File: config.mk
export PLATFORM = sky130hd
export DESIGN_NAME = control_seq
export DESIGN_NICKNAME = d
export VERILOG_FILES = /design/src/rtl/control_seq.sv
export SDC_FILE = /design/constraint.sdc
export NUM_CORES = 1
export LEC_CHECK = 0
export CAP_MARGIN = 40
export CORE_MARGIN = 3
export CORE_UTILIZATION = 35
export DETAILED_ROUTE_END_ITERATION = 8
export PLACE_DENSITY_LB_ADDON = 0.2
export SYNTH_ARGS = -nofsm -noshare
export SYNTH_HDL_FRONTEND = slang
export SYNTH_SLANG_ARGS = --single-unit
File: constraint.sdc
create_clock -name clk -period 2.23 [get_ports clk]
set_input_delay 0.446 -clock clk [delete_from_list [all_inputs] [get_ports clk]]
set_output_delay 0.446 -clock clk [all_outputs]
set_load 0.005 [all_outputs]
File: src/rtl/control_seq.sv
// Sequencing control unit: same-cycle decode of simple opcodes plus multi-cycle
// read / accelerator / write sequences for encrypt, decrypt and FFT, with timeout and sticky halt.
module control_seq #(
    parameter int OPCODE_W    = 4,
    parameter int TIMEOUT_W   = 8,
    parameter int ACC_TIMEOUT = 200
) (
    input  logic                clk,
    input  logic                rst,
    input  logic                instr_valid,
    input  logic [OPCODE_W-1:0] opcode,
    input  logic                program_end,
    input  logic                acc_done,
    output logic                regwrite,
    output logic                alu_use,
    output logic                jump_en,
    output logic                branch_en,
    output logic                call_en,
    output logic                ret_en,
    output logic                mem_read,
    output logic                mem_write,
    output logic                acc_start,
    output logic [1:0]          acc_sel,
    output logic                stall,
    output logic                busy,
    output logic                halted,
    output logic                timeout_err
);

    localparam logic [2:0] S_IDLE = 3'd0;
    localparam logic [2:0] S_RD   = 3'd1;
    localparam logic [2:0] S_RUN  = 3'd2;
    localparam logic [2:0] S_WR   = 3'd3;
    localparam logic [2:0] S_HALT = 3'd4;

    localparam logic [TIMEOUT_W-1:0] TIMEOUT_LAST = TIMEOUT_W'(ACC_TIMEOUT - 1);

    logic [2:0]           state;
    logic [TIMEOUT_W-1:0] wait_cnt;
    logic [1:0]           acc_sel_q;
    logic                 end_pend;
    logic [1:0]           dec_sel;
    logic                 is_acc_op;

    always_comb begin
        dec_sel = 2'b00;
        case (opcode)
            OPCODE_W'(9):  dec_sel = 2'b01;
            OPCODE_W'(10): dec_sel = 2'b10;
            OPCODE_W'(11): dec_sel = 2'b11;
            default:       dec_sel = 2'b00;
        endcase
        is_acc_op = (dec_sel != 2'b00);
    end

    // Outputs are forced low while rst is held so an async abort is visible in the same cycle
    always_comb begin
        regwrite  = 1'b0;
        alu_use   = 1'b0;
        jump_en   = 1'b0;
        branch_en = 1'b0;
        call_en   = 1'b0;
        ret_en    = 1'b0;
        mem_read  = 1'b0;
        mem_write = 1'b0;
        acc_start = 1'b0;
        acc_sel   = 2'b00;
        stall     = 1'b0;
        busy      = 1'b0;
        halted    = 1'b0;
        if (!rst) begin
            case (state)
                S_IDLE: begin
                    if (instr_valid && !program_end) begin
                        case (opcode)
                            OPCODE_W'(1), OPCODE_W'(2): begin
                                regwrite = 1'b1;
                                alu_use  = 1'b1;
                            end
                            OPCODE_W'(3): jump_en   = 1'b1;
                            OPCODE_W'(4): branch_en = 1'b1;
                            OPCODE_W'(5): begin
                                regwrite = 1'b1;
                                mem_read = 1'b1;
                            end
                            OPCODE_W'(6): mem_write = 1'b1;
                            OPCODE_W'(7): call_en   = 1'b1;
                            OPCODE_W'(8): ret_en    = 1'b1;
                            default:      stall     = is_acc_op;
                        endcase
                    end
                end
                S_RD: begin
                    mem_read  = 1'b1;
                    acc_start = 1'b1;
                    stall     = 1'b1;
                    busy      = 1'b1;
                    acc_sel   = acc_sel_q;
                end
                S_RUN: begin
                    stall   = 1'b1;
                    busy    = 1'b1;
                    acc_sel = acc_sel_q;
                end
                S_WR: begin
                    mem_write = 1'b1;
                    stall     = 1'b1;
                    busy      = 1'b1;
                    acc_sel   = acc_sel_q;
                end
                S_HALT:  halted = 1'b1;
                default: halted = 1'b0;
            endcase
        end
    end

    // A program_end seen mid-sequence is remembered so the halt happens once the sequence ends
    always_ff @(posedge clk or posedge rst) begin
        if (rst) begin
            state       <= S_IDLE;
            wait_cnt    <= '0;
            acc_sel_q   <= 2'b00;
            end_pend    <= 1'b0;
            timeout_err <= 1'b0;
        end else begin
            case (state)
                S_IDLE: begin
                    if (program_end) begin
                        state <= S_HALT;
                    end else if (instr_valid && is_acc_op) begin
                        state     <= S_RD;
                        acc_sel_q <= dec_sel;
                    end
                end
                S_RD: begin
                    wait_cnt <= '0;
                    state    <= S_RUN;
                    if (program_end) end_pend <= 1'b1;
                end
                S_RUN: begin
                    if (program_end) end_pend <= 1'b1;
                    wait_cnt <= wait_cnt + 1'b1;
                    if (acc_done) begin
                        state <= S_WR;
                    end else if (wait_cnt == TIMEOUT_LAST) begin
                        timeout_err <= 1'b1;
                        acc_sel_q   <= 2'b00;
                        if (end_pend || program_end) begin
                            state <= S_HALT;
                        end else begin
                            state    <= S_IDLE;
                            end_pend <= 1'b0;
                        end
                    end
                end
                S_WR: begin
                    acc_sel_q <= 2'b00;
                    if (end_pend || program_end) begin
                        state <= S_HALT;
                    end else begin
                        state    <= S_IDLE;
                        end_pend <= 1'b0;
                    end
                end
                S_HALT:  state <= S_HALT;
                default: state <= S_IDLE;
            endcase
        end
    end

endmodule
==> Word level (Yosys, flattened, before mapping) <==
Cells that the tools add are included.
{ "word_totals": {"reg_bits": 15, "latchBits": 0, "ramBits": 0, "rom_bits": 0, "inputBits": 9, "output_inout_bits": 15, "elab_cells": 110, "memories": 0} }
{ "classes": {"addsub": 1, "n_mul": 0, "div": 0, "order_cmp": 0, "eq_ne": 23, "shift": 0, "mux": 63, "n_bitwise": 1, "n_reduce_logical": 17} }
{ "op_table": {"columns": ["op", "count"], "rows": [
  ["1-bit two-way mux", 44],
  ["4-bit by 3-bit equality test with 1-bit output (second input constant)", 4],
  ["4-bit equality test (second input constant)", 4],
  ["8-bit one-hot mux with 2 select lines", 1],
  ["3-bit two-way mux", 5],
  ["3-bit one-hot mux with 5 select lines", 1],
  ["2-bit two-way mux", 6],
  ["2-bit one-hot mux with 3 select lines", 2],
  ["2-bit != test (second input constant)", 5],
  ["8-bit by 1-bit adder with 8-bit output (second input constant)", 1],
  ["4-bit by 2-bit equality test with 1-bit output (second input constant)", 2],
  ["8-bit equality test (second input constant)", 1],
  ["8-bit OR reduction", 1],
  ["3-bit by 2-bit equality test with 1-bit output (second input constant)", 2],
  ["3-bit != test (second input constant)", 2],
  ["1-bit one-hot mux with 2 select lines", 3],
  ["3-bit nonzero test", 2],
  ["3-bit OR reduction", 2],
  ["5-bit AND reduction", 1],
  ["4-bit by 1-bit equality test with 1-bit output (second input constant)", 1],
  ["2-bit AND reduction", 2],
  ["2-bit nonzero test", 2],
  ["3-bit by 1-bit equality test with 1-bit output (second input constant)", 1],
  ["3-bit equality test (second input constant)", 1],
  ["8 further kinds", 9]
]} }

==> Logic depth before layout (Yosys ltp) <==
{ "logic_depth": {"ltp_word": 7, "mapped_depth": 6, "mapped_depth_nobuf": 5} }

==> Least setup slack after synthesis <==
OpenSTA, ideal clock, no wires.
{ "synth_timing": {"path_kind": "input to output", "startpoint": "input port opcode[3]", "endpoint": "output port mem_write", "arrival_time_ns": 1.376, "required_time_ns": 1.784, "slack_ns": 0.408, "path_stages": 4, "n_path_buf": 0, "path_cell_list": "nor3b_2 > nand3_1 > or3b_1 > a211oi_2"} }
{ "synth_via": {"elab_chain_len": 5} }
{ "synth_lines": {"columns": ["element", "line", "text"], "rows": [
  ["start, declared", "11", "input logic [OPCODE_W-1:0] opcode,"],
  ["4-bit by 3-bit equality test with 1-bit output", "75", "case (opcode)"],
  ["1-bit two-way mux", "75", null],
  ["1-bit two-way mux", "74", "if (instr_valid && !program_end) begin"],
  ["1-bit one-hot mux with 2 select lines", "72", "case (state)"],
  ["1-bit two-way mux", "71", "if (!rst) begin"],
  ["end, declared", "21", "output logic mem_write,"]
]} }
No other way between the ends.

==> Worst setup path after layout <==
{ "layout_timing": {"startpoint": "input port rst", "endpoint": "output port jump_en"} }
{ "layout_via": {"elab_chain_len": 1} }
{ "layout_lines": {"columns": ["element", "line", "text"], "rows": [
  ["start, declared", "9", "input logic rst,"],
  ["1-bit two-way mux", "71", null],
  ["end, declared", "16", "output logic jump_en,"]
]} }
No other way between the ends.

==> run metrics <==
run status completed; post-synthesis net count ~130; Initial Util 0.378; prevailing post-synth register cell dfrtp_1; endpoints failing setup 0; Peak Freq between 0.4 and 0.5 GHz; first-pass GRT wire length 4330 um; vias per std cell roughly 5.2; unrepaired setup endpoints after global routing no; largest net degree at the start of global routing 16; routability-driven placement congestion ratio 0.827; Yosys top cell area share 0.387; Seq/Total Area, Yosys 0.387; clk_lat worst skew ~0.29 ns; pwr dens 412 mW/mm2; number of global-route vias before repair 941; n_diodes 0; critical path class in2out; Internal Pwr Total approximately 420 uW; DRT iter0 DRCs 20; drt wl/cell roughly 14 um; clock sinks 15; Longest Clk Path Bufs 2; Tmin final about 2.2 ns; synth unique cells 36; antenna viol nets, final 0; crit-path max FO 3; CTS Root Cell clkbuf_4; Worst slew margin 0.746; Worst R2R Setup Slack just over 0.7 ns; number of flops mapped to enable cells by yosys 0; remaining routing DRC violations 0; adder-cell share of the synthesized area 0.0129; Synth Instances about 120; DRT Wirelength 2670 um; launching element type of the critical path primary input; logic gate share of total power 0.175; synth top area cells dfrtp_1, o21ai_0, nand2_1; CTS tree built; asr flop ratio synth 1.00; Syn-to-layout area delta 46.1%; Mapped Area 971 um2; overall die area roughly 0.0034 mm2; nets between 150 and 200; cts hold-fix bufs 0; Simple-Gate Fraction of Synth Area 0.329; post-route cell area 0.00142 mm2; Ys Warns 0; core box area roughly 0.0026 mm2; Die Y-Extent between 50 and 60 um; worst-margin pin slew between 0.3 and 0.4 ns; post-synthesis mux area share 0.0103; Psw around 160 uW; CP required approximately 1.8 ns; Clock Power Share 0.287; clock skew roughly 0.0022 ns; io pins 24; gr ovfl total 0; # rows 18; Final Max Slew Viols 0; cts bufs inserted 3; Reg clk slew, reported paths 0.10 ns; layout cells sized above 1 0.323; Final Util 0.553; Leak Pwr 0.000682 uW; post-synthesis compound-gate area fraction 0.179; H-Tree Depth 1; Reg power frac 0.538; HPWL after DPL approximately 1800 um; Seq cells post-synth 15; die outline width slightly below 60 um; Final Cycle Share 0.977; GRT Total Usage 0.166; Post-Synth XOR/XNOR Area 0.00902; initial antenna violation count 0; critical path arrival approximately 1.7 ns; Synth top cells by count dfrtp_1, nand2_1, o21ai_0; Max VDD drop approximately 0.34 mV; worst hold-check path type reg2reg; CP Capture Type output port; largest family of logic cells by synthesized area simple AND/OR/NAND/NOR gates; vias post-DR slightly below 1000; maxcap violations 0; Final Hold Fails 0; # port buffers 23; post-synth top area cell dfrtp_1; Worst Hold Margin around 0.48 ns; sw frac 0.282; placed cell area around 0.0013 mm2; Avg Inst Size Synth between 8 and 9 um2; first-pass iteration count of the detailed router 3
-- cells by family (layout without fill, tap and decap cells) --
logic type,count (synthesis),after routing
flops,15,15
buf+inv,12,57
fa+ha+maj,1,1
simple gates,59,59
compound gates,27,27
xor+xnor,1,1
mux,1,1
-- stage by stage --
step	total power, uW	TNS [ns]	std cells	worst slack (ns)
after floorplan	372	0	116	0.408
after global placement	417	-3.27	181	-0.570
after detailed placement	421	-3.34	181	-0.581
after CTS	577	0	188	0.00575
after global routing	613	0	191	0.000852
final	585	0	191	0.0504
-- worst paths after layout --
check,cells after the start,end,from
worst max-delay path,7,jump_en,rst
worst min-delay path,1,timeout_err$_DFFE_PP0P_,timeout_err$_DFFE_PP0P_
worst max register to register,4,acc_sel_q[1]$_DFFE_PP0P_,wait_cnt[4]$_DFFE_PP0P_
worst min register to register,1,timeout_err$_DFFE_PP0P_,timeout_err$_DFFE_PP0P_
max in group asynchronous,4,state[0]$_DFFE_PP0P_,rst
min in group asynchronous,4,state[0]$_DFFE_PP0P_,rst
-- power by group through the flow --
stage	combinational, uW	clock [uW]	sequential (uW)
CTS	99.6	163	314
floorplan	56.1	0	316
detailed placement	101	0	320
global route	117	178	317
finish	102	168	315
global placement	98.1	0	319
-- layout by cell type, fill, tap and decap left out, types with 2 or more instances in the layout --
cell	Yosys	layout
clkbuf_4	0	3
buf_2	0	4
nand3_1	3	3
nor3_1	6	2
a21oi_1	3	3
a211oi_1	2	2
nor3_2	0	3
clkdlybuf4s50_1	0	6
nand4_1	2	2
o21ai_0	13	13
buf_6	2	4
a31oi_1	3	3
nand2_1	15	15
nor2_1	12	10
nor2_4	0	2
inv_1	5	4
dfrtp_1	15	14
buf_4	3	21
nand2b_1	2	2
clkbuf_2	0	4
nor4_1	2	2
and3_1	5	5
dlygate4sd2_1	0	8
or3b_1	2	2
-- metal layers --
metal / global-route usage / up-vias / wire length (um)
li1: - / 503 / -
met4: 0.0777 / 0 / 70
met3: 0.0307 / 7 / 122
met1: 0.230 / 457 / 1260
met5: 0 / - / 0
met2: 0.249 / 25 / 1220
-- timing repair --
action / 4_1_cts / 5_1_grt
hold endpoints to repair: 0 / 0
pin swaps: 10 / 7
gates cloned: 0 / 0
setup endpoints to repair: 12 / 6
setup buffers: 3 / 4
gates resized for setup: 35 / 19
-- flip-flops by register name (all words and copies together), names as in the netlist --
signal / cells
end_pend: 1
timeout_err: 1
acc_sel_q: 2
wait_cnt: 8
state: 3
-- critical path: stages --
cell and delay [ns]:
clkdlybuf4s50_1 0.44, inv_2 0.08, nand4b_1 0.16, buf_4 0.20, buf_6 0.11, nor3_4 0.17
buf_2 0.13
-- cell type report --
| type | instances | area [um2] |
|---|---|---|
| Inverter | 5 | 18.8 |
| Clock buffer | 4 | 26.3 |
| Tap cell | 30 | 37.5 |
| Fill cell | 261 | 1150 |
| Multi-Input combinational cell | 89 | 574 |
| Sequential cell | 15 | 377 |
| Timing Repair Buffer | 48 | 385 |
(Power assumes the default switching activity.)
